<file path="config.mk">
export PLATFORM = sky130hd
export DESIGN_NAME = uart_rx_oversample
export DESIGN_NICKNAME = d
export VERILOG_FILES = /design/src/rtl/uart_rx_oversample.sv
export SDC_FILE = /design/constraint.sdc
export NUM_CORES = 1
export LEC_CHECK = 0
export CORE_MARGIN = 1
export CORE_UTILIZATION = 55
export CTS_CLUSTER_DIAMETER = 80
export DETAILED_ROUTE_END_ITERATION = 10
export PLACE_DENSITY = 0.78
export RECOVER_POWER = 100
export SLEW_MARGIN = 30
export SYNTH_ARGS = -nofsm -noshare
export SYNTH_HDL_FRONTEND = slang
export SYNTH_SLANG_ARGS = --single-unit
</file>
<file path="constraint.sdc">
create_clock -name i_sys_clk -period 2.2 [get_ports i_sys_clk]
set_clock_uncertainty 0.05 [all_clocks]
set_input_delay 0.33 -clock i_sys_clk [delete_from_list [all_inputs] [get_ports i_sys_clk]]
set_output_delay 0.33 -clock i_sys_clk [all_outputs]
set_load 0.02 [all_outputs]
</file>
<file path="src/rtl/uart_rx_oversample.sv">
// UART receiver driven by an 8x oversampling tick; mid-bit sampling, framing/overrun checks.
// Optional even-parity bit enabled by defining UART_RX_PARITY_EN.
module uart_rx_oversample #(
  parameter int unsigned DATA_BITS = 8
) (
  input  logic                 i_sys_clk,
  input  logic                 i_sys_rst_n,
  input  logic                 i_bclkx8,
  input  logic                 i_rxd,
  input  logic                 i_rd_ack,
  output logic [DATA_BITS-1:0] o_rx_data,
  output logic                 o_rdrf,
  output logic                 o_fe,
  output logic                 o_oe,
  output logic                 o_pe,
  output logic                 o_rx_busy
);

  localparam logic [3:0] LastIdx = 4'(DATA_BITS - 1);

  typedef enum logic [2:0] {
    StIdle,
    StStart,
    StData,
`ifdef UART_RX_PARITY_EN
    StParity,
`endif
    StStop
  } state_e;

  state_e               r_state;
  logic                 r_rxd_meta;
  logic                 r_rxd_s;
  logic                 r_bx8_q;
  logic                 r_armed;
  logic                 r_busy;
  logic [2:0]           r_cnt;
  logic [3:0]           r_idx;
  logic [DATA_BITS-1:0] r_shreg;
  logic [DATA_BITS-1:0] r_rx_data;
  logic                 r_rdrf;
  logic                 r_fe;
  logic                 r_oe;

  logic w_tick;
  logic w_sample;
  logic w_stop_tick;
  logic w_par_bad;
  logic w_good;

  // Synchronizer and tick edge register reset high so idle/high inputs cause no events.
  always_ff @(posedge i_sys_clk or negedge i_sys_rst_n) begin
    if (!i_sys_rst_n) begin
      r_rxd_meta <= 1'b1;
      r_rxd_s    <= 1'b1;
      r_bx8_q    <= 1'b1;
    end else begin
      r_rxd_meta <= i_rxd;
      r_rxd_s    <= r_rxd_meta;
      r_bx8_q    <= i_bclkx8;
    end
  end

  assign w_tick      = i_bclkx8 & ~r_bx8_q;
  assign w_sample    = w_tick & (r_cnt == 3'd7);
  assign w_stop_tick = w_sample & (r_state == StStop);

`ifdef UART_RX_PARITY_EN
  logic r_par;
  logic r_pe;
  assign w_par_bad = (^r_shreg) ^ r_par;
  assign o_pe      = r_pe;
`else
  assign w_par_bad = 1'b0;
  assign o_pe      = 1'b0;
`endif

  assign w_good = w_stop_tick & r_rxd_s & ~w_par_bad;

  always_ff @(posedge i_sys_clk or negedge i_sys_rst_n) begin
    if (!i_sys_rst_n) begin
      r_state <= StIdle;
      r_cnt   <= 3'd0;
      r_idx   <= 4'd0;
      r_shreg <= '0;
      r_armed <= 1'b0;
      r_busy  <= 1'b0;
`ifdef UART_RX_PARITY_EN
      r_par   <= 1'b0;
`endif
    end else if (w_tick) begin
      if (r_rxd_s) r_armed <= 1'b1;
      unique case (r_state)
        StIdle: begin
          if (r_armed && !r_rxd_s) begin
            r_state <= StStart;
            r_cnt   <= 3'd1;
            r_armed <= 1'b0;
            r_busy  <= 1'b1;
          end
        end
        StStart: begin
          if (r_rxd_s) begin
            r_state <= StIdle;
            r_cnt   <= 3'd0;
            r_busy  <= 1'b0;
          end else if (r_cnt == 3'd3) begin
            r_state <= StData;
            r_cnt   <= 3'd0;
            r_idx   <= 4'd0;
          end else begin
            r_cnt <= r_cnt + 3'd1;
          end
        end
        StData: begin
          r_cnt <= r_cnt + 3'd1;
          if (r_cnt == 3'd7) begin
            r_shreg <= {r_rxd_s, r_shreg[DATA_BITS-1:1]};
            r_idx   <= r_idx + 4'd1;
            if (r_idx == LastIdx) begin
`ifdef UART_RX_PARITY_EN
              r_state <= StParity;
`else
              r_state <= StStop;
`endif
            end
          end
        end
`ifdef UART_RX_PARITY_EN
        StParity: begin
          r_cnt <= r_cnt + 3'd1;
          if (r_cnt == 3'd7) begin
            r_par   <= r_rxd_s;
            r_state <= StStop;
          end
        end
`endif
        StStop: begin
          r_cnt <= r_cnt + 3'd1;
          if (r_cnt == 3'd7) begin
            r_state <= StIdle;
            r_busy  <= 1'b0;
            // A low stop bit means the line may be in break; wait for it to go high again.
            if (!r_rxd_s) r_armed <= 1'b0;
          end
        end
        default: r_state <= StIdle;
      endcase
    end
  end

  // rd_ack clears first; completion on the same edge overrides the flags it sets.
  always_ff @(posedge i_sys_clk or negedge i_sys_rst_n) begin
    if (!i_sys_rst_n) begin
      r_rx_data <= '0;
      r_rdrf    <= 1'b0;
      r_fe      <= 1'b0;
      r_oe      <= 1'b0;
`ifdef UART_RX_PARITY_EN
      r_pe      <= 1'b0;
`endif
    end else begin
      if (i_rd_ack) begin
        r_rdrf <= 1'b0;
        r_fe   <= 1'b0;
        r_oe   <= 1'b0;
`ifdef UART_RX_PARITY_EN
        r_pe   <= 1'b0;
`endif
      end
      if (w_stop_tick) begin
        if (!r_rxd_s) r_fe <= 1'b1;
`ifdef UART_RX_PARITY_EN
        if (w_par_bad) r_pe <= 1'b1;
`endif
        if (w_good) begin
          if (!r_rdrf || i_rd_ack) begin
            r_rx_data <= r_shreg;
            r_rdrf    <= 1'b1;
          end else begin
            r_oe <= 1'b1;
          end
        end
      end
    end
  end

  assign o_rx_data = r_rx_data;
  assign o_rdrf    = r_rdrf;
  assign o_fe      = r_fe;
  assign o_oe      = r_oe;
  assign o_rx_busy = r_busy;

endmodule

</file>
==> impl_metrics.toml, run 1 <==
[run_status]
status = "complete, no violations"

[logic_synthesis]
async_reset_ff_share_pct = 100
syn_avg_cell_area_um2 = 12.4
synth-edff-count = 0
syn_area_um2 = 1640
ys_warn_count = 0
ys_seq_area_share_pct = 50.6
synth_cell_types = 37
synth_flop_cell = "dfrtp_1"
syn_inst = 132
synth_fp_nets = 147
ys_seq_elements = 33

[clock_tree]
cts.reportedPaths.clkPinSlew_ns = 0.10
htree_num_levels = 2
clock-sinks = 33
cts_inserted_buffers = 5
cts_tree = "done"
cts_hold_buf = 0
cts_buffer_depth = 2
root_buffer = "clkbuf_4"
clock_latency_ns = 0.34
cts_setup_buffers = 0
cts_resized = 0

[final_layout]
fin_nets = 168
n_antenna_cell = 0
final_common_cell = "dfrtp_1"
mostFrequentLayoutCells = "dfrtp_1, mux2_1, dlygate4sd3_1"
utilization_pct = 65.8
regArea_um2 = 830
multiInputGateArea_um2 = 718
area.growth.synth_to_final_pct = 11.6
layout-drive-gt1-share_pct = 9.74
fill_cells = 203

[timing]
fin_tns_setup_ns = 0
setup_violations = 0
slew_viol_final = 0
rsz0062_at_grt = "false"
max_freq_mhz = 517
tightest_slew_ns = 0.800
final_hold_viol_count = 0
slew_headroom_pct = 46.7
finalCriticalPeriod_ns = 1.93
fin_ws_ns = 0.266
period_share_pct = 87.9

[routing]
drc = 0
via_per_inst = 5.94
drt_first_pass_iters = 4
ant_nets = 0
dr_total_vias = 1098
wl_per_cell_um = 15.7
wl_mm = 2.91
drtIter0Drc = 54

[pwr]
power.total_mw = 1.61
powerDensity_nw_per_um2 = 883
peakVddDrop_mv = 0.734
leakage_nw = 0.918

[floorplanning]
rows = 19
initial_utilization_pct = 58.9
io_pins = 18
core_area_um2 = 2780
die_w_um = 56.6
dieArea_um2 = 3200
die_h_um = 56.6

[worst_setup_path]
cp_max_fo = 8
max_stage_delay_ns = 0.40
crit_start = "r_cnt[0]"
path_common_cell = "ha_1"
path_buf_inv = 0
crit_chain = "ha_1 -> ha_1 -> and4_1 -> nand2_1 -> mux2_1"
r2r_cells = 5
regToRegStartpoint = "r_cnt[0]"
path_delay_family = "adder cells"
rrSetupSlack_ns = 0.27
cp-end-kind = "register"
r2r-end = "o_rx_data[2]"
crit_arrival_ns = 2.12
critPathSlowestCell = "dfrtp_1"
crit_type = "reg2reg"
endpoint = "o_rx_data[2]"
start_kind = "register"
cp.required_ns = 2.38
worst-path-stages = 5

[placement]
hpwlAfterDp_mm = 2.07
portBuffers = 16
gp_congestion = 0.782
place_ws_ns = 0.156

[min_path]
hp-class = "reg2reg"

[flow_run]
drv_cap = 0

[global_route]
antenna_found_initial = 0
grt_overflow_total = 0
grt_max_degree = 34
track_usage_pct = 21.6
grt_pass1_wl_mm = 5.11
grt_pass1_vias = 1107
-- per-layer routing --
layer | share of wire [%] | track usage [%]
met3 | 5.4 | 8.29
met2 | 45 | 30.8
met1 | 48 | 29.2
met5 | 0 | 0
met4 | 1.9 | 9.41
-- state kept, by name, summed over array words and instances (netlist names) --
name	count
r_rxd_meta	1
r_bx8_q	1
o_rx_data	8
o_oe	1
r_shreg	8
o_fe	1
r_cnt	3
r_state	2
r_rxd_s	1
r_idx	4
r_armed	1
o_rx_busy	1
o_rdrf	1
-- kinds of logic (layout without fill, tap and decap cells) --
| kind of cell | Yosys count | count (layout) | share of synthesized area [%] |
|---|---|---|---|
| other cells | 1 | 1 | 0.229 |
| fa+ha+maj | 10 | 10 | 7.63 |
| compound gates | 32 | 32 | 13.9 |
| simple gates | 28 | 28 | 10.8 |
| flops | 33 | 33 | 50.6 |
| buf+inv | 10 | 32 | 2.75 |
| mux | 18 | 18 | 14.1 |
-- worst min path at each step --
| stage | depth (start not counted) | slack [ns] | start | endpoint |
|---|---|---|---|---|
| after global placement | 0 | 0.30 | r_rxd_meta | r_rxd_s |
| after global routing | 0 | 0.32 | r_rxd_meta | r_rxd_s |
| after detailed placement | 0 | 0.30 | r_rxd_meta | r_rxd_s |
| final | 0 | 0.31 | r_rxd_meta | r_rxd_s |
| after CTS | 0 | 0.31 | r_rxd_meta | r_rxd_s |
| after floorplan | 0 | -0.02 | i_sys_rst_n | o_fe |
-- per-stage QoR --
step	hold slack, ns	cell area (µm²)	std cells
3_5_place_dp	0.299	1830	177
2_1_floorplan	-0.0156	1640	132
4_1_cts	0.313	1880	185
6_report	0.310	1830	185
5_1_grt	0.320	1830	185
3_3_place_gp	0.298	1830	177
-- worst register-to-register path, delay by kind of cell, from the launching register on --
family	cells	cell delay, ns
fa+ha+maj	2	0.51
mux	1	0.37
simple gates	2	0.50
flops	1	0.40
-- power by group --
group / total (mW) / switching, mW / internal, mW
registers: 0.752 / 0.0697 / 0.683
logic: 0.536 / 0.318 / 0.218
clock network: 0.326 / 0.204 / 0.121
total: 1.61 / 0.592 / 1.02
-- cell usage after synthesis (3+ instances only) --
library cell / number / area, µm²
dfstp_2: 3 / 78.8
a21oi_1: 6 / 30.0
nand2_1: 3 / 11.3
nand2b_1: 4 / 25.0
ha_1: 10 / 125
nor2_1: 6 / 22.5
dfrtp_1: 30 / 751
a22o_1: 5 / 43.8
mux2_4: 8 / 120
mux2_1: 8 / 90.1
o21ai_1: 4 / 20.0
nor2b_1: 5 / 31.3
inv_1: 7 / 26.3
-- layout make-up --
class                           count  share of cell area [%]
Clock buffer                        6                    2.26
Clock inverter                      2                   0.547
Inverter                            7                    1.44
Multi-Input combinational cell     89                    39.3
Sequential cell                    33                    45.3
Tap cell                           31                    2.12
Timing Repair Buffer               17                    9.03
Note: power is estimated with default switching activity, not from simulation.
==> run 2, diff against run 1 <==
--- a/config.mk
+++ b/config.mk
@@ -8,6 +8,7 @@
 export CORE_MARGIN = 1
 export CORE_UTILIZATION = 55
 export CTS_CLUSTER_DIAMETER = 80
+export CTS_CLUSTER_SIZE = 40
 export DETAILED_ROUTE_END_ITERATION = 10
 export PLACE_DENSITY = 0.78
 export RECOVER_POWER = 100
==> results of run 2 <==
Same layout as run 1: the final DEF is identical, and so are final timing and power.
